<file path="config.mk">
export PLATFORM = sky130hd
export DESIGN_NAME = spin_readout
export DESIGN_NICKNAME = d
export VERILOG_FILES = /design/src/rtl/spin_readout.sv
export SDC_FILE = /design/constraint.sdc
export NUM_CORES = 1
export LEC_CHECK = 0
export ABC_AREA = 1
export BUFFER_PORTS_ARGS = -buffer_cell sky130_fd_sc_hd__buf_2
export CORE_MARGIN = 2
export CORE_UTILIZATION = 61
export DETAILED_ROUTE_END_ITERATION = 12
export PLACE_DENSITY = 0.76
export SLEW_MARGIN = 25
export SYNTH_ARGS = -nofsm -noshare
export SYNTH_HDL_FRONTEND = slang
export SYNTH_SLANG_ARGS = --single-unit
export TNS_END_PERCENT = 5
</file>
<file path="constraint.sdc">
create_clock -name clk -period 2.7 [get_ports clk]
set_input_delay 0.135 -clock clk [delete_from_list [all_inputs] [get_ports clk]]
set_output_delay 0.135 -clock clk [all_outputs]
set_load 0.01 [all_outputs]
</file>
<file path="src/rtl/spin_readout.sv">
// Spin readout for the coupled-oscillator array: synchronise each oscillator and the
// reference, count phase mismatches over a fixed window, majority-decide one spin per lane.
module spin_readout #(
   parameter int N           = 8,
   parameter int SAMPLE_BITS = 8,
   parameter int SYNC_STAGES = 2
) (
   input  logic         clk,
   input  logic         rst,
   input  logic [N-1:0] osc_in,
   input  logic         ref_in,
   input  logic         start,
   output logic         ready,
   output logic [N-1:0] spins_out,
   output logic         spins_valid,
   input  logic         spins_ack
);

   localparam int SETTLE_W = (SYNC_STAGES > 1) ? $clog2(SYNC_STAGES) : 1;
   localparam logic [SETTLE_W-1:0]    SETTLE_LAST = SETTLE_W'(SYNC_STAGES - 1);
   localparam logic [SAMPLE_BITS-1:0] SAMPLE_LAST = '1;
   localparam logic [SAMPLE_BITS:0]   HALF        = (SAMPLE_BITS + 1)'(2 ** (SAMPLE_BITS - 1));

   typedef enum logic [2:0] {
      IDLE,
      SETTLE,
      SAMPLE,
      DECIDE,
      HOLD
   } state_t;

   state_t state_reg, state_next;

   // Bit N of every stage carries the reference, bits N-1:0 the oscillators.
   logic [N:0]             sync_reg [SYNC_STAGES];
   logic [N-1:0]           osc_s;
   logic                   ref_s;

   logic [SETTLE_W-1:0]    settle_cnt_reg;
   logic [SAMPLE_BITS-1:0] sample_cnt_reg;
   logic [SAMPLE_BITS:0]   cnt_reg  [N];
   logic [SAMPLE_BITS:0]   cnt_next [N];
   logic [N-1:0]           decision;
   logic [N-1:0]           spins_out_reg;

   assign osc_s = sync_reg[SYNC_STAGES-1][N-1:0];
   assign ref_s = sync_reg[SYNC_STAGES-1][N];

   always_ff @(posedge clk) begin
      if (rst) begin
         for (int s = 0; s < SYNC_STAGES; s++) begin
            sync_reg[s] <= '0;
         end
      end else begin
         sync_reg[0] <= {ref_in, osc_in};
         for (int s = 1; s < SYNC_STAGES; s++) begin
            sync_reg[s] <= sync_reg[s-1];
         end
      end
   end

   genvar gi;
   generate
      for (gi = 0; gi < N; gi++) begin : g_lane
         logic mismatch;
         assign mismatch     = osc_s[gi] ^ ref_s;
         assign cnt_next[gi] = cnt_reg[gi] + {{SAMPLE_BITS{1'b0}}, mismatch};
         // Strictly more than half the window: an exact tie reads as in-phase.
         assign decision[gi] = (cnt_reg[gi] > HALF);
      end
   endgenerate

   always_ff @(posedge clk) begin
      if (rst) begin
         state_reg <= IDLE;
      end else begin
         state_reg <= state_next;
      end
   end

   always_comb begin
      state_next = state_reg;
      case (state_reg)
         IDLE: begin
            if (start) begin
               state_next = SETTLE;
            end
         end
         SETTLE: begin
            if (settle_cnt_reg == SETTLE_LAST) begin
               state_next = SAMPLE;
            end
         end
         SAMPLE: begin
            if (sample_cnt_reg == SAMPLE_LAST) begin
               state_next = DECIDE;
            end
         end
         DECIDE: begin
            state_next = HOLD;
         end
         HOLD: begin
            if (spins_ack) begin
               state_next = IDLE;
            end
         end
         default: begin
            state_next = IDLE;
         end
      endcase
   end

   always_ff @(posedge clk) begin
      if (rst) begin
         settle_cnt_reg <= '0;
         sample_cnt_reg <= '0;
         spins_out_reg  <= '0;
         for (int i = 0; i < N; i++) begin
            cnt_reg[i] <= '0;
         end
      end else begin
         case (state_reg)
            IDLE: begin
               if (start) begin
                  settle_cnt_reg <= '0;
                  sample_cnt_reg <= '0;
                  for (int i = 0; i < N; i++) begin
                     cnt_reg[i] <= '0;
                  end
               end
            end
            SETTLE: begin
               settle_cnt_reg <= settle_cnt_reg + SETTLE_W'(1);
            end
            SAMPLE: begin
               // Wraps back to zero on the last window cycle, ready for the next run.
               sample_cnt_reg <= sample_cnt_reg + SAMPLE_BITS'(1);
               for (int i = 0; i < N; i++) begin
                  cnt_reg[i] <= cnt_next[i];
               end
            end
            DECIDE: begin
               spins_out_reg <= decision;
            end
            default: begin
            end
         endcase
      end
   end

   assign ready       = (state_reg == IDLE);
   assign spins_valid = (state_reg == HOLD);
   assign spins_out   = spins_out_reg;

endmodule

</file>
==> flow_summary.json, run 1 <==
{
  "yosysMostFrequentCell": "nor2_1",
  "fin_crit_ns": 2.13,
  "cpMaxStageDelayCell": "dfxtp_1",
  "start_kind": "register",
  "hp-class": "input pin to register",
  "grt_pass1_wl_um": 16600,
  "cp.arrival_ns": 2.26,
  "cp_max_fo": 8,
  "postRouteAntennaNets": 0,
  "yosys_register_bits": 110,
  "dpl_cell_area_um2": 5480,
  "period_share_pct": 79.0,
  "grt_usage_pct": 21.4,
  "crit_buf_inv": 0,
  "synth_area_leaders": "edfxtp_1, dfxtp_1, nor2_1",
  "synth_area_per_cell_um2": 8.74,
  "slew_viol_final": 0,
  "rsz0062_at_grt": "no",
  "dr.pass1.iters": 6,
  "path_cells": "xor2_1, ha_1, ha_1, nand3_1, nor2_1, nand2_1, nor2_1, nand3_1, nand2_1, nor2_1",
  "fp.coreArea_um2": 8300,
  "largest_register_ffs": 72,
  "peakVddDrop_v": 0.000565,
  "clkTransAtPathRegs_ns": 0.10,
  "yosysWarnings": 0,
  "p_leak_nw": 2.36,
  "wl_per_cell_um": 12.9,
  "dpl.cell_count": 723,
  "area_growth_pct": 9.52,
  "root_buffer": "clkbuf_8",
  "hold_viol": 0,
  "fin_nets": 668,
  "setup_viol": 0,
  "antenna_found_initial": 0,
  "die_area_um2": 9400,
  "rows": 33,
  "drive_gt1_share_pct": 9.02,
  "dieWidth_um": 97.0,
  "clkSinkCount": 110,
  "internal_power_mw": 3.02,
  "vias": 3967,
  "cts_tree": "yes",
  "syn_inst": 603,
  "drt_iter0_markers": 231,
  "synth_top_area_share_pct": 35.9,
  "crit_family": "simple AND/OR/NAND/NOR gates",
  "tightest_slew_ns": 0.519,
  "required_ns": 2.83,
  "setup_tns_ns": 0,
  "fp.dieH_um": 97.0,
  "worst-setup-path-type": "register to register",
  "start_util_pct": 63.5,
  "fin_cells": 748,
  "swShare_pct": 33.3,
  "io_buffer_count": 22,
  "maxCapViolCount": 0,
  "route.detailed.drc": 0,
  "ys_seq_area_share_pct": 53.7,
  "gp_congestion": 0.819,
  "wirelength_um": 9690,
  "pwr-share-comb_pct": 22.2,
  "crit_path_frequent_cell": "nor2_1",
  "clockBufferDepth": 2,
  "relSlewSlack_pct": 65.4,
  "grt_start_max_net_pins": 35,
  "syn_nets": 633,
  "netlist_area_um2": 5270,
  "cts_resized": 0,
  "fin_area_um2": 5770,
  "slowest_delay_ns": 0.63,
  "diodes": 0,
  "synth_top_area_cell": "edfxtp_1",
  "via_per_inst": 5.30,
  "synthTopCellsByCount": "nor2_1, inv_1, nand2_1",
  "critPathCaptureType": "register",
  "clock.fmax_ghz": 0.469,
  "fin_skew_ns": 0.0144,
  "grt_pass1_vias": 3757,
  "p_per_area_nw_per_um2": 783,
  "cts_buffers": 9,
  "dpl.hpwl_um": 6350,
  "power_switching_mw": 1.50,
  "synth_edf_count": 63,
  "seq_power_share_pct": 54.8,
  "clkLatencyLatePin_ns": 0.37,
  "p_clk_share_pct": 23.0,
  "h-tree-depth": 3,
  "outcome": "finished, final reports clean",
  "synth_cell_type_count": 30,
  "synthArstFlopShare_pct": 0,
  "boundaryPins": 23,
  "synth_ff_type": "edfxtp_1",
  "overflow": 0
}
==> worst register-to-register path, stage by stage (launching register included) <==
cell	delay, ns
dfxtp_1	0.63
xor2_1	0.20
ha_1	0.19
ha_1	0.19
nand3_1	0.11
nor2_1	0.14
nand2_1	0.06
nor2_1	0.15
nand3_1	0.11
nand2_1	0.08
nor2_1	0.04
==> power by group through the flow <==
stage	sequential [mW]	clock, mW	combinational (mW)
final	2.48	1.04	1.00
after global routing	2.54	1.12	1.15
after CTS	2.48	1.05	1.00
after detailed placement	2.52	0	0.983
after global placement	2.50	0	0.965
after floorplan	2.44	0	0.778
==> through the flow <==
step | util (%) | power (mW) | hold WS [ns] | worst slack (ns)
2_1_floorplan | - | 3.22 | 0.242 | 0.696
3_3_place_gp | 66.0 | 3.47 | 0.338 | 0.629
3_5_place_dp | 66.0 | 3.50 | 0.349 | 0.582
4_1_cts | 69.6 | 4.53 | 0.0544 | 0.575
5_1_grt | 69.6 | 4.80 | 0.139 | 0.324
6_report | 69.6 | 4.52 | 0.0824 | 0.566
==> repair_timing <==
| item | CTS | global route |
|---|---|---|
| endpoints found under the hold margin | 9 | 0 |
| setup buffers | 0 | 0 |
| hold buffers | 9 | 0 |
==> cell usage in the layout (no fill, tap or decap), types with 17 or more instances in the layout <==
cell type / instances
edfxtp_1: 63
nor2_1: 106
inv_1: 82
nand3_1: 46
dfxtp_1: 47
nand2_1: 66
ha_1: 17
o21ai_0: 45
a21oi_1: 55
buf_2: 22
==> path summary, 6_finish.rpt <==
kind / start / endpoint / cells after the start / slack [ns]
max: sync_reg[0][17] / cnt_reg[0][35] / 10 / 0.57
min: spins_ack / state_reg[2] / 4 / 0.08
min reg2reg: sync_reg[0][6] / sync_reg[0][15] / 2 / 0.41
max reg2reg: sync_reg[0][17] / cnt_reg[0][35] / 10 / 0.57
==> logic make-up (layout without fill, tap and decap cells) <==
kind of cell             count (synthesis)  after routing  share of synthesized area (%)
flip-flops                             110            110                           53.7
buffers and inverters                   99            139                           7.78
AO/OA/AOI/OAI                          107            107                           10.3
adder cells (fa/ha/maj)                 17             17                           4.03
XOR/XNOR                                17             17                           2.82
AND/OR/NAND/NOR                        253            253                           21.3
==> area by class of cell <==
type,instances,area [um^2]
clock buffer,12,156
clock inverter,4,52.6
fill,641,2520
inverter,85,319
multi-input combinational,394,2030
sequential,110,2830
tap,105,131
timing repair buffer,38,253
==> routing by layer <==
layer  part of all wire, %  global-route usage, %
met1                    48                   29.0
met3                   4.1                   2.67
met4                   1.8                   8.23
met2                    46                   35.4
met5                     0                      0
No activity file was read; power rests on OpenSTA's default activity.
==> run 2: changes to the inputs <==
--- a/config.mk
+++ b/config.mk
@@ -5,12 +5,12 @@
 export SDC_FILE = /design/constraint.sdc
 export NUM_CORES = 1
 export LEC_CHECK = 0
-export ABC_AREA = 1
+export ABC_AREA = 0
 export BUFFER_PORTS_ARGS = -buffer_cell sky130_fd_sc_hd__buf_2
 export CORE_MARGIN = 2
-export CORE_UTILIZATION = 61
+export CORE_UTILIZATION = 55
 export DETAILED_ROUTE_END_ITERATION = 12
-export PLACE_DENSITY = 0.76
+export PLACE_DENSITY = 0.72
 export SLEW_MARGIN = 25
 export SYNTH_ARGS = -nofsm -noshare
 export SYNTH_HDL_FRONTEND = slang
==> constraint.sdc (replaced) <==
create_clock -name clk -period 1.75 [get_ports clk]
set_input_delay 0.0875 -clock clk [delete_from_list [all_inputs] [get_ports clk]]
set_output_delay 0.0875 -clock clk [all_outputs]
set_load 0.01 [all_outputs]
==> run 2 against run 1 <==
Net effect: synthesized cell count shrank 20%; critical path depth shrank 2; flip-flop and latch count did not move; non-clock buffer count up 26; the flow now finishes with violations (negative setup slack); register-to-register slack got worse by 0.60 ns; sequential share of layout area fell by 1.9 points; largest cell class unchanged; final area grew 4.2%; area after synthesis decreased by 3.1%; critical path type unchanged.
==> flow_summary.json, run 2 <==
{
  "outcome": "finished with violations",
  "violations": "negative setup slack",
  "cp.arrival_ns": 1.91,
  "die_area_um2": 10100,
  "slowest_delay_ns": 0.35,
  "path_cells": "buf_6, xor2_1, ha_2, ha_4, and3_4, nand3_2, xor2_1, nor2_1",
  "synthTopCellsByCount": "nor2_1, edfxtp_1, dfxtp_1",
  "start_util_pct": 56.1,
  "hp-class": "input pin to register",
  "drt_iter0_markers": 145,
  "dr.pass1.iters": 4,
  "yosys_register_bits": 110,
  "grt_pass1_vias": 3498,
  "peakVddDrop_v": 0.000384,
  "start_kind": "register",
  "rsz0062_at_grt": "yes",
  "fp.dieH_um": 100,
  "maxCapViolCount": 0,
  "rows": 35,
  "clock.fmax_ghz": 0.560,
  "fillers": 699,
  "multiInputGateArea_um2": 2350,
  "netlist_area_um2": 5110,
  "fp.coreArea_um2": 9110,
  "slew_viol_final": 0,
  "wl_per_cell_um": 14.5,
  "root_buffer": "clkbuf_8",
  "clkLatencyLatePin_ns": 0.37,
  "clockBufferDepth": 2,
  "tightest_slew_ns": 0.320,
  "postRouteAntennaNets": 0,
  "layout_commonest_cell": "nor2_1",
  "area_growth_pct": 17.7,
  "antenna_found_initial": 0,
  "final_cell_mix": "nor2_1, edfxtp_1, dfxtp_1",
  "setup_ws_ns": -0.0355,
  "setup_viol": 4,
  "dieWidth_um": 100,
  "cts_buffers": 9,
  "p_leak_nw": 2.23,
  "route.detailed.drc": 0,
  "fin_area_um2": 6010,
  "synth_ff_type": "edfxtp_1",
  "p_per_area_nw_per_um2": 813,
  "period_share_pct": 102,
  "dpl.hpwl_um": 6180,
  "grt_usage_pct": 19.8,
  "required_ns": 1.87,
  "diodes": 0,
  "fin_nets": 569,
  "cts_tree": "yes",
  "synth_area_per_cell_um2": 10.6,
  "h-tree-depth": 3,
  "synth_top_area_cell": "edfxtp_1",
  "fin_crit_ns": 1.79,
  "grt_pass1_wl_um": 15800,
  "yosysMostFrequentCell": "nor2_1",
  "hold_viol": 0,
  "relSlewSlack_pct": 78.5,
  "largest_register_ffs": 72,
  "cp_max_fo": 5,
  "boundaryPins": 23,
  "synth_area_leaders": "edfxtp_1, dfxtp_1, xor2_1",
  "yosysWarnings": 0,
  "drive_gt1_share_pct": 19.7,
  "fin_cells": 655,
  "syn_nets": 512,
  "critPathCaptureType": "register",
  "ys_seq_area_share_pct": 55.4,
  "cpMaxStageDelayCell": "dfxtp_2",
  "worst-setup-path-type": "register to register",
  "via_per_inst": 5.49,
  "setup_tns_ns": -0.0804,
  "fin_skew_ns": 0.0103,
  "synth_top_area_share_pct": 37.0,
  "io_buffer_count": 22,
  "dpl_cell_area_um2": 5520,
  "finalPower_mw": 4.89,
  "overflow": 0,
  "grt_start_max_net_pins": 31,
  "wirelength_um": 9490,
  "gp_congestion": 0.829,
  "syn_inst": 482,
  "seqCellArea_um2": 2830,
  "synthArstFlopShare_pct": 0,
  "clkTransAtPathRegs_ns": 0.10,
  "clkSinkCount": 110,
  "pre_cts_slack_ns": -0.0836,
  "synth_edf_count": 63,
  "dpl.cell_count": 628,
  "vias": 3593,
  "synth_cell_type_count": 41,
  "crit_path_frequent_cell": "xor2_1"
}
## run 2: worst paths after layout
| path | depth (start not counted) | startpoint | slack, ns | end |
|---|---|---|---|---|
| setup reg to reg | 8 | sync_reg[0][17] | -0.04 | cnt_reg[0][35] |
| hold / removal | 3 | rst | 0.12 | sync_reg[0][14] |
| hold reg to reg | 1 | sync_reg[0][0] | 0.44 | sync_reg[0][9] |
| setup / recovery | 8 | sync_reg[0][17] | -0.04 | cnt_reg[0][35] |
## run 2: cells by family after synthesis
group,synth area share [%]
compound gates,4.06
simple gates,23.2
xor+xnor,10.8
mux,0.220
flops,55.4
buf+inv,2.13
fa+ha+maj,4.16
## run 2: stage by stage
| stage | utilization (%) | hold WS, ns |
|---|---|---|
| CTS | 64.4 | 0.0981 |
| finish | 66.0 | 0.119 |
| global placement | 60.6 | 0.295 |
| detailed placement | 60.6 | 0.301 |
| global route | 66.0 | 0.112 |
| floorplan | - | 0.216 |
## run 2: cell type report
type	count	area share, %
well taps	111	2.31
repair buffers	64	7.82
clock buffers	10	2.12
clock inverters	6	1.16
inverters	5	0.374
flip-flops and latches	110	47.1
multi-input cells	349	39.1
## run 2: report_power, final
group          switching (mW)  leakage [nW]  internal, mW
logic                   0.195          1.06         0.175
registers               0.121          1.07          2.87
clock network           0.858        0.0964         0.676
total                    1.17          2.23          3.72
## run 2: metal layers
metal  wire length, um  track usage, %
met5                 0               0
met1              4420            25.4
met3               219            3.27
met4               218            8.85
met2              4630            33.2
## run 2: repair_timing
| item | CTS | global route |
|---|---|---|
| endpoints found under the setup margin | 13 | 33 |
| hold endpoints to repair | 10 | 0 |
| pin swaps | 1 | 8 |
| hold buffers | 10 | 0 |
| resized for setup | 11 | 28 |
| setup buffers | 0 | 1 |
## run 2: critical path: cells and delay by family, from the launching register on
kind | cells | cell delay [ns]
xor gates and xnor gates | 2 | 0.36
adders and majority gates | 2 | 0.36
DFF | 1 | 0.35
and+or+nand+nor | 3 | 0.31
buffers and inverters | 1 | 0.14
==> run 3: changes to the inputs <==
--- a/config.mk
+++ b/config.mk
@@ -5,7 +5,7 @@
 export SDC_FILE = /design/constraint.sdc
 export NUM_CORES = 1
 export LEC_CHECK = 0
-export ABC_AREA = 0
+export ABC_AREA = 1
 export BUFFER_PORTS_ARGS = -buffer_cell sky130_fd_sc_hd__buf_2
 export CORE_MARGIN = 2
 export CORE_UTILIZATION = 55
==> run 3 against run 2 <==
Net effect: the flow still finishes with violations (negative setup slack); total power rose by 49%; worst setup slack got worse by 0.18 ns; sequential share of layout area down 3.2 points; largest power group unchanged; routed wire length rose by 24%; clock skew decreased by 0.0014 ns; non-clock buffer count up 16; critical path depth grew 3; highest routed layer unchanged; maximum frequency is 9.1% lower.
==> flow_summary.json, run 3 (synthesized netlist as in run 1, its figures left out) <==
{
  "period_share_pct": 112,
  "setup_viol": 26,
  "drt_iter0_markers": 268,
  "violations": "negative setup slack",
  "route.detailed.drc": 0,
  "clkSinkCount": 110,
  "outcome": "finished with violations",
  "setup_ws_ns": -0.213,
  "finalPower_mw": 7.28,
  "vias": 4298,
  "fin_nets": 710,
  "slowest_delay_ns": 0.40,
  "rsz0062_at_grt": "yes",
  "fin_util_pct": 69.6,
  "grt_usage_pct": 23.1,
  "seqCellArea_um2": 2840,
  "diodes": 0,
  "p_leak_nw": 2.58,
  "dpl.hpwl_um": 7410,
  "gp_congestion": 0.865,
  "relSlewSlack_pct": 70.0,
  "layout_commonest_cell": "nor2_1",
  "cp.arrival_ns": 2.09,
  "io_buffer_count": 22,
  "tightest_slew_ns": 0.450,
  "fin_skew_ns": 0.00892,
  "dieWidth_um": 102,
  "path_cells": "buf_6, xor2_2, ha_2, ha_4, nand3_4, nor2_4, nand2_2, nor2_4, nand3_2, nand2_1, nor2_1",
  "crit_path_frequent_cell": "nor2_4",
  "fillers": 728,
  "crit_family": "simple AND/OR/NAND/NOR gates",
  "rows": 35,
  "wl_per_cell_um": 14.5,
  "clock.fmax_ghz": 0.509,
  "fp.coreArea_um2": 9280,
  "grt_pass1_vias": 4206,
  "crit_buf_inv": 1,
  "clockBufferDepth": 2,
  "cts_tree": "yes",
  "worst-setup-path-type": "register to register",
  "maxCapViolCount": 0,
  "critPathCaptureType": "register",
  "cp-startpoint": "sync_reg[0][17]",
  "die_area_um2": 10400,
  "peakVddDrop_v": 0.000579,
  "fin_crit_ns": 1.96,
  "largest_register_ffs": 72,
  "area_growth_pct": 22.5,
  "p_per_area_nw_per_um2": 1130,
  "wirelength_um": 11800,
  "overflow": 0,
  "grt_start_max_net_pins": 28,
  "start_util_pct": 56.8,
  "root_buffer": "clkbuf_8",
  "hold_slack_ns": 0.0195,
  "grt_pass1_wl_um": 18800,
  "clkLatencyLatePin_ns": 0.37,
  "dr.pass1.iters": 5,
  "hold_viol": 0,
  "cpMaxStageDelayCell": "dfxtp_4",
  "postRouteAntennaNets": 0,
  "start_kind": "register",
  "h-tree-depth": 3,
  "fp.dieH_um": 102,
  "drive_gt1_share_pct": 22.6,
  "antenna_found_initial": 0,
  "slew_viol_final": 0,
  "multiInputGateArea_um2": 2290,
  "hp-class": "input pin to register",
  "via_per_inst": 5.28,
  "worstHoldStart": "spins_ack",
  "cts_buffers": 9,
  "required_ns": 1.88,
  "clkTransAtPathRegs_ns": 0.11,
  "cp_max_fo": 3,
  "r2r-start": "sync_reg[0][17]",
  "boundaryPins": 23,
  "final_cell_mix": "nor2_1, inv_1, nand2_1, edfxtp_1, a21oi_1"
}
-- run 3: cell types whose count changed in the layout (fill, tap and decap cells not counted), sizes merged, moves of 16 or more --
| cell | before | now |
|---|---|---|
| inv | 6 | 89 |
| nand2 | 23 | 69 |
| a21oi | 12 | 55 |
| nor2 | 72 | 108 |
| o21ai | 10 | 46 |
| xor2 | 40 | 13 |
| nor2b | 23 | 0 |
| and3 | 20 | 0 |
| nand3 | 28 | 48 |
| xnor2 | 23 | 4 |
| buf | 54 | 70 |
-- run 3: final cells by class --
type,instances,share of cell area [%]
inverter,85,4.94
sequential,110,43.9
timing repair buffer,80,9.90
clock buffer,10,2.31
tap,129,2.50
clock inverter,6,0.891
multi-input combinational,394,35.5
-- run 3: final timing paths --
| path | to | slack [ns] | cells after the start |
|---|---|---|---|
| worst min register to register | sync_reg[0][11] | 0.41 | 2 |
| worst max register to register | cnt_reg[0][26] | -0.21 | 11 |
| worst min-delay path | state_reg[2] | 0.02 | 4 |
| worst max-delay path | cnt_reg[0][26] | -0.21 | 11 |
-- run 3: worst reg2reg max path, delay by kind of cell (launching register included) --
family | cells | cell delay (ns)
buffers and inverters | 1 | 0.13
adder cells (fa/ha/maj) | 2 | 0.38
XOR/XNOR | 1 | 0.15
flip-flops | 1 | 0.40
AND/OR/NAND/NOR | 7 | 0.66
-- run 3: repair_timing --
action,in CTS,in global routing
endpoints found under the hold margin,10,0
hold buffers,10,0
endpoints found under the setup margin,36,45
setup buffers,8,5
pin swaps,7,15
cloned,0,0
resized for setup,40,38
-- run 3: layer usage --
metal  global-route usage [%]  part of all wire (%)  vias up
met5                        0                     0        -
met4                     9.13                   2.1        0
met3                     4.31                   3.7       23
met2                     41.2                    52       89
met1                     27.5                    42     2035
li1                         -                     -     2151
-- run 3: per-stage QoR --
step / std cells / setup slack [ns] / area (um^2) / TNS, ns
2_1_floorplan: 603 / -0.0764 / 5280 / -1.21
5_1_grt: 814 / -0.319 / 6460 / -5.88
3_5_place_dp: 776 / -0.192 / 5780 / -2.31
4_1_cts: 810 / -0.143 / 6290 / -1.76
6_report: 814 / -0.213 / 6460 / -2.12
3_3_place_gp: 776 / -0.112 / 5780 / -0.965
-- run 3: where the power goes --
group	internal [mW]	total, mW	switching [mW]
Combinational	0.670	1.83	1.16
Clock	0.641	1.57	0.930
Sequential	3.37	3.88	0.505
